$ cat config.mk
export PLATFORM = sky130hd
export DESIGN_NAME = stream_demux
export DESIGN_NICKNAME = d
export VERILOG_FILES = /design/src/rtl/stream_demux.sv
export SDC_FILE = /design/constraint.sdc
export NUM_CORES = 1
export LEC_CHECK = 0
export CELL_PAD_IN_SITES_DETAIL_PLACEMENT = 2
export CELL_PAD_IN_SITES_GLOBAL_PLACEMENT = 2
export CORE_ASPECT_RATIO = 0.75
export CORE_MARGIN = 3
export CORE_UTILIZATION = 25
export CTS_CLUSTER_DIAMETER = 80
export DETAILED_ROUTE_END_ITERATION = 8
export PLACE_DENSITY = 0.69
export SETUP_SLACK_MARGIN = 0.2
export SLEW_MARGIN = 40
export SYNTH_ARGS = -nofsm -noshare
export SYNTH_HDL_FRONTEND = slang
export SYNTH_SLANG_ARGS = --single-unit
$ cat constraint.sdc
create_clock -name clk -period 2.1 [get_ports clk]
set_input_delay 0.42 -clock clk [delete_from_list [all_inputs] [get_ports clk]]
set_output_delay 0.42 -clock clk [all_outputs]
set_load 0.02 [all_outputs]
$ cat src/rtl/stream_demux.sv
// stream_demux: steers each packet of one QoS stream to one of STREAM_COUNT outputs, each with a one-beat slice.
// Define STREAM_DEMUX_DROP_CNT_EN to add drop_cnt_o, a saturating count of discarded packets.
module stream_demux #(
    parameter int T_DATA_WIDTH = 8,
    parameter int T_QOS__WIDTH = 4,
    parameter int STREAM_COUNT = 2,
    parameter int T_DEST_WIDTH = $clog2(STREAM_COUNT) + 1
) (
    input  logic                                 clk,
    input  logic                                 rst,
    input  logic [T_DATA_WIDTH-1:0]              s_data_i,
    input  logic [T_QOS__WIDTH-1:0]              s_qos_i,
    input  logic [T_DEST_WIDTH-1:0]              s_dest_i,
    input  logic                                 s_last_i,
    input  logic                                 s_valid_i,
    output logic                                 s_ready_o,
    output logic [STREAM_COUNT*T_DATA_WIDTH-1:0] m_data_o,
    output logic [STREAM_COUNT*T_QOS__WIDTH-1:0] m_qos_o,
    output logic [STREAM_COUNT-1:0]              m_last_o,
    output logic [STREAM_COUNT-1:0]              m_valid_o,
    input  logic [STREAM_COUNT-1:0]              m_ready_i,
    output logic                                 busy_o
`ifdef STREAM_DEMUX_DROP_CNT_EN
    ,
    output logic [15:0]                          drop_cnt_o
`endif
);

    typedef enum logic [1:0] {
        IDLE  = 2'd0,
        ROUTE = 2'd1,
        DROP  = 2'd2
    } state_t;

    state_t                    state;
    state_t                    state_nxt;
    logic [T_DEST_WIDTH-1:0]   sel;
    logic [T_DEST_WIDTH-1:0]   dest_eff;
    logic                      dest_in_range;
    logic                      slot_free;
    logic                      route_beat;
    logic                      accept;
    logic [STREAM_COUNT-1:0]   load;

    assign dest_in_range = (s_dest_i < T_DEST_WIDTH'(STREAM_COUNT));
    assign busy_o        = (state != IDLE);

    // State register: sel is only captured on the first beat, which locks routing for the packet.
    always_ff @(posedge clk or posedge rst) begin
        if (rst) begin
            state <= IDLE;
            sel   <= '0;
        end else begin
            state <= state_nxt;
            if (accept && (state == IDLE) && dest_in_range) begin
                sel <= s_dest_i;
            end
        end
    end

    always_comb begin
        state_nxt = state;
        if (accept) begin
            case (state)
                IDLE: begin
                    if (!s_last_i) begin
                        state_nxt = dest_in_range ? ROUTE : DROP;
                    end
                end
                ROUTE, DROP: begin
                    if (s_last_i) begin
                        state_nxt = IDLE;
                    end
                end
                default: state_nxt = IDLE;
            endcase
        end
    end

    // Ready looks only at the target slice's valid and its downstream ready, never at itself.
    always_comb begin
        dest_eff   = (state == IDLE) ? s_dest_i : sel;
        slot_free  = 1'b0;
        route_beat = 1'b0;
        s_ready_o  = 1'b0;
        for (int k = 0; k < STREAM_COUNT; k++) begin
            if (dest_eff == T_DEST_WIDTH'(k)) begin
                slot_free = ~m_valid_o[k] | m_ready_i[k];
            end
        end
        case (state)
            IDLE: begin
                route_beat = dest_in_range;
                s_ready_o  = dest_in_range ? slot_free : 1'b1;
            end
            ROUTE: begin
                route_beat = 1'b1;
                s_ready_o  = slot_free;
            end
            DROP: begin
                s_ready_o = 1'b1;
            end
            default: s_ready_o = 1'b0;
        endcase
        if (rst) begin
            s_ready_o = 1'b0;
        end
        accept = s_valid_i & s_ready_o;
        for (int k = 0; k < STREAM_COUNT; k++) begin
            load[k] = accept & route_beat & (dest_eff == T_DEST_WIDTH'(k));
        end
    end

    // Output slices: a load in the same cycle as a drain keeps valid high for full throughput.
    always_ff @(posedge clk or posedge rst) begin
        if (rst) begin
            m_valid_o <= '0;
            m_data_o  <= '0;
            m_qos_o   <= '0;
            m_last_o  <= '0;
        end else begin
            for (int k = 0; k < STREAM_COUNT; k++) begin
                if (load[k]) begin
                    m_valid_o[k]                                <= 1'b1;
                    m_data_o[k*T_DATA_WIDTH +: T_DATA_WIDTH]    <= s_data_i;
                    m_qos_o[k*T_QOS__WIDTH +: T_QOS__WIDTH]     <= s_qos_i;
                    m_last_o[k]                                 <= s_last_i;
                end else if (m_ready_i[k]) begin
                    m_valid_o[k] <= 1'b0;
                end
            end
        end
    end

`ifdef STREAM_DEMUX_DROP_CNT_EN
    logic drop_last;

    function automatic logic [15:0] sat_inc16(input logic [15:0] value);
        return (value == 16'hFFFF) ? value : value + 16'd1;
    endfunction

    assign drop_last = accept & ~route_beat & s_last_i;

    always_ff @(posedge clk or posedge rst) begin
        if (rst) begin
            drop_cnt_o <= '0;
        end else if (drop_last) begin
            drop_cnt_o <= sat_inc16(drop_cnt_o);
        end
    end
`endif

endmodule
== Word level (Yosys, flattened, before mapping) ==
Cells that the tools add are included.
W data, S select, Z words.
Word-level totals
  register bits after elaboration: 32
  input port bits: 20
Cells by class
  muxes and demuxes: 15
  reduce and logical (&&, ||, !) cells: 9
  $lt $le $gt $ge: 1
  equality and inequality tests: 5
  bitwise operators: 8
Operators by type and width (count)
  $mux W1: 8
  $mux W2: 4
  $reduce_bool A2 Y1: 3
  $and A1 B1 Y1: 4
  $eq A2 B1 Y1 const B: 2
  $logic_not A2 Y1: 2
  $ne A2 B2 Y1 const B: 2
  $pmux W2 S2: 1
  $pmux W1 S3: 1
  $reduce_and A3 Y1: 1
  $eq A2 B2 Y1 const B: 1
  $logic_and A1 B1 Y1: 2
  $lt A2 B2 Y1 const B: 1
  $not A1 Y1: 2
  $or A1 B1 Y1: 2
  $pmux W1 S2: 1
  $reduce_or A2 Y1: 1

== Logic depth before layout (Yosys ltp) ==
Gate-level depths: netlist of run 1.
  word-level depth: 12
  depth in mapped cells: 9
  depth with buffers taken out: 7

== Worst setup path before layout of run 1 ==
OpenSTA, ideal clock, no wires.
  path type: register -> output
  start: register state[0]
  end: output s_ready_o
  path buffers: 1
  arrival: 1801 ps
  cell stages (with the launch flop): 8
  path slack: -121 ps
  cells stage by stage: dfrtp_1 > inv_1 > ha_1 > buf_6 > nor3_1 > o221ai_1 > and3_1 > nor3_1
Between the ends
  longest elaborated chain between the ends: 8
  elaborated cells between the ends (all ways): 11
  those cells by class: eq/ne: 3; mux: 6; reduce/logical: 2
Ends and longest elaborated chain
  from (decl): line 35  | state_t state;
  from (signal assigned): line 54  | state <= state_nxt;
  $logic_not A2 Y1: line 82, 91
  $mux W2: line 82  | dest_eff = (state == IDLE) ? s_dest_i : sel;
  $logic_not A2 Y1: line 87  | if (dest_eff == T_DEST_WIDTH'(k)) begin
  $mux W1 (2 in series): line 87
  $mux W1: line 94  | s_ready_o = dest_in_range ? slot_free : 1'b1;
  $pmux W1 S3 (*): line 91  | case (state)
  $mux W1 (*): line 105  | if (rst) begin
  to (decl): line 16  | output logic s_ready_o,
Mark *: on every way between the ends. The rest lies on a longest branch, timed or not.

== Worst setup path in the final report of run 1 ==
  start: register state[0]
  end: register m_qos_o[4]
Between the ends
  longest elaborated chain between the ends: 11
  elaborated cells between the ends (all ways): 15
  those cells by class: eq/ne: 3; mux: 7; bitwise: 3; reduce/logical: 2
Ends and longest elaborated chain
  $logic_not A2 Y1: line 82, 91
  $mux W2: line 82
  $logic_not A2 Y1: line 87
  $mux W1 (2 in series): line 87
  $mux W1: line 94
  $pmux W1 S3: line 91
  $mux W1: line 105
  $and A1 B1 Y1: line 108  | accept = s_valid_i & s_ready_o;
  $and A1 B1 Y1: line 110  | load[k] = accept & route_beat & (dest_eff == T_DEST_WIDTH'(k));
  $and A1 B1 Y1 (*): line 110
  to (signal, indexed assignment): line 126  | m_qos_o[k*T_QOS__WIDTH +: T_QOS__WIDTH] <= s_qos_i;
  to (decl): line 18  | output logic [STREAM_COUNT*T_QOS__WIDTH-1:0] m_qos_o,
Marks and branches as above.
A chain may end at the register's enable or synchronous reset.

==> results of run 1 <==
==> flip-flops by register name, indices dropped and copies added, names as in the netlist <==
register   flops
m_data_o      16
m_qos_o        8
m_last_o       2
m_valid_o      2
sel            2
state          2
==> power breakdown <==
| group | switching, mW | total, mW | internal [mW] |
|---|---|---|---|
| logic | 0.0276 | 0.0630 | 0.0355 |
| registers | 0 | 0.616 | 0.616 |
| clock network | 0.227 | 0.452 | 0.225 |
| total | 0.255 | 1.13 | 0.877 |
==> cells by family after synthesis <==
logic type	Yosys count	share of synthesized area
compound gates	14	0.0764
flops	32	0.520
mux	28	0.250
buf+inv	8	0.0366
simple gates	20	0.0837
fa+ha+maj	4	0.0325
==> critical path, cell delays in order (launching register included) <==
cell       delay (ns)
dfrtp_1          0.41
buf_4            0.16
buf_4            0.16
ha_4             0.17
nor3b_4          0.25
o21ai_2          0.12
o21bai_4         0.20
nor2_4           0.21
clkbuf_16        0.20
mux2_4           0.30
==> cell type report <==
| class | instances | area, um2 | area share |
|---|---|---|---|
| sequential | 32 | 801 | 0.290 |
| multi-input combinational | 66 | 860 | 0.312 |
| timing repair buffer | 92 | 903 | 0.328 |
| clock inverter | 1 | 5.00 | 0.00181 |
| tap | 78 | 97.6 | 0.0354 |
| clock buffer | 6 | 72.6 | 0.0263 |
| inverter | 5 | 18.8 | 0.00681 |
==> Yosys cell counts <==
library cell | n | area share
ha_1 | 4 | 0.033
o221ai_1 | 1 | 0.0057
and3b_1 | 1 | 0.0057
o22ai_1 | 2 | 0.0081
nor3b_1 | 2 | 0.0098
nor2_4 | 1 | 0.0073
nor3b_2 | 1 | 0.0081
nand2_1 | 3 | 0.0073
a21o_1 | 1 | 0.0049
dfrtp_1 | 32 | 0.52
a21oi_1 | 2 | 0.0065
nand3_1 | 1 | 0.0032
mux2_4 | 19 | 0.19
o221ai_2 | 1 | 0.0098
nor2_1 | 3 | 0.0073
mux2i_1 | 1 | 0.0065
buf_8 | 1 | 0.0098
o21bai_1 | 1 | 0.0049
and3_1 | 1 | 0.0041
a31oi_1 | 1 | 0.0041
buf_6 | 2 | 0.015
inv_1 | 5 | 0.012
and2b_1 | 1 | 0.0049
o21ai_0 | 3 | 0.0098
nor2b_1 | 1 | 0.0041
nand2b_1 | 2 | 0.0081
mux2_2 | 8 | 0.059
nor3_1 | 2 | 0.0065
a311oi_4 | 1 | 0.017
o21ai_2 | 1 | 0.0057
and3_4 | 1 | 0.0073
==> per-stage QoR <==
stage	instances	setup slack (ns)	instance area (um2)	util	total power, mW
after floorplan	106	0.101	1590	-	0.640
after global placement	251	-0.530	2320	0.394	0.688
after detailed placement	251	-0.645	2320	0.394	0.690
after CTS	272	-0.140	2580	0.439	1.14
after global routing	280	-0.281	2760	0.469	1.19
final	280	-0.197	2760	0.469	1.13
==> per-layer routing <==
layer	share of wire	vias up	track usage
met1	0.41	664	0.164
met5	0	-	0
met3	0.023	2	0.0283
met4	0.0035	0	0.0187
li1	-	571	-
met2	0.57	26	0.287
==> repair_timing <==
item                                    in CTS  in global routing
gates resized for setup                     26                 23
setup buffers                               13                  7
endpoints found under the setup margin      31                 32
gates cloned                                 1                  1
pin swaps                                    6                  7
==> final timing paths <==
check                                start  cells after the start  slack, ns           end
worst min-delay path            m_qos_o[4]                      1       0.52    m_qos_o[4]
worst max-delay path              state[0]                      9      -0.20    m_qos_o[4]
max in group asynchronous              rst                      4       1.05    m_qos_o[5]
min in group asynchronous              rst                      4       0.75  m_data_o[15]
worst min register to register  m_qos_o[4]                      1       0.52    m_qos_o[4]
worst max register to register    state[0]                      9      -0.20    m_qos_o[4]
==> impl_metrics.csv, run 1 <==
group,metric,value,unit
final_layout,drive_above_1_share,0.505,
placed_design,gp_congestion,0.783,
sta,slew_violations,0,
critical_path,critical_path.max_fanout,5,
critical_path,crit_path_start_kind,"flip-flop",
final_layout,fillers,589,
drt,routed_wirelength,6.03,mm
floorplanning,core_area,5890,um2
placed_design,place_hpwl,3.48,mm
cts,clkSinkCount,32,
logic_synthesis,ys_seq_elements,32,
drt,drtIter0Drc,48,
global_route,grt-ovfl-total,0,
logic_synthesis,yosys.cell_types.count,31,
cts,numCtsBuffers,5,
power,power_density,410,nW/um2
global_route,grt_max_degree,33,
sta,fmax,435,MHz
global_route,grt_first_pass_wirelength,7.76,mm
cts,cts_tree,"built",
final_layout,final_common_cell,"clkdlybuf4s50_1",
critical_path,crit_required,2.26,ns
critical_path,worstSetupPathType,"reg2reg",
floorplanning,fp.dieW,96.6,um
drt,num_vias,1263,
run_status,status,"finished with violations",
logic_synthesis,syn_avg_cell_area,14.5,um2
sta,hold_viol_final,0,
power,p_leak,1.22,nW
sta,setup_ws,-0.197,ns
final_layout,area_growth_syn_to_layout,79.2,%
cts,cts.clk_slew.worst_paths,0.06,ns
cts,cts-root-buf,"clkbuf_8",
sta,slew_headroom,0.723,
logic_synthesis,netlist_instances,106,
drt,routedWlPerCell,21.5,um
global_route,grt_pass1_vias,1511,
job,maxCapViolations,0,
min_path,hold_path.class,"reg2reg",
cts,insertion_delay,0.28,ns
drt,ant_nets,0,
final_layout,final_cell_mix,"clkdlybuf4s50_1, dfrtp_1, buf_4",
sta,min_period,2.30,ns
cts,cts.path.max_buffers,2,
run_status,violations,"setup timing",
cts,cts_hold_buf,0,
logic_synthesis,synth_area,1540,um2
sta,fin_tns_setup,-4.33,ns
drt,dr.pass1.iters,4,
floorplanning,dieArea,7140,um2
sta,rsz0062_at_grt,"true",
final_layout,num_antenna_cells,0,
sta,finalSetupViolCount,30,
cts,h-tree-depth,2,
critical_path,cp.arrival,2.46,ns
placed_design,port_buffers,49,
sta,finalClockSkew,0.0103,ns
drt,avgViaCountPerCell,4.51,
floorplanning,die_h,74.0,um
global_route,track_usage,0.144,
logic_synthesis,syn-num-nets,130,
critical_path,cp-end-kind,"flip-flop",
floorplanning,start_util,0.261,
logic_synthesis,yosys_warnings,0,
floorplanning,io_pins,50,
global_route,antenna_found_initial,0,
drt,drc_errors,0,
floorplanning,rows,24,
sta,whs,0.517,ns
sta,worst_slew_pin_slew,0.416,ns
power,ir_worst_vdd,0.307,mV
sta,fin_crit_sh,1.09,
final_layout,nNetsFinal,226,
logic_synthesis,synth_seq_area_share,0.520,
(Power assumes the default switching activity.)
==> run 2, diff against run 1 <==
--- a/config.mk
+++ b/config.mk
@@ -14,7 +14,6 @@
 export DETAILED_ROUTE_END_ITERATION = 8
 export PLACE_DENSITY = 0.69
 export SETUP_SLACK_MARGIN = 0.2
-export SLEW_MARGIN = 40
 export SYNTH_ARGS = -nofsm -noshare
 export SYNTH_HDL_FRONTEND = slang
 export SYNTH_SLANG_ARGS = --single-unit
==> results of run 2 <==
The final DEF is identical to that of run 1; final timing and power are the same.
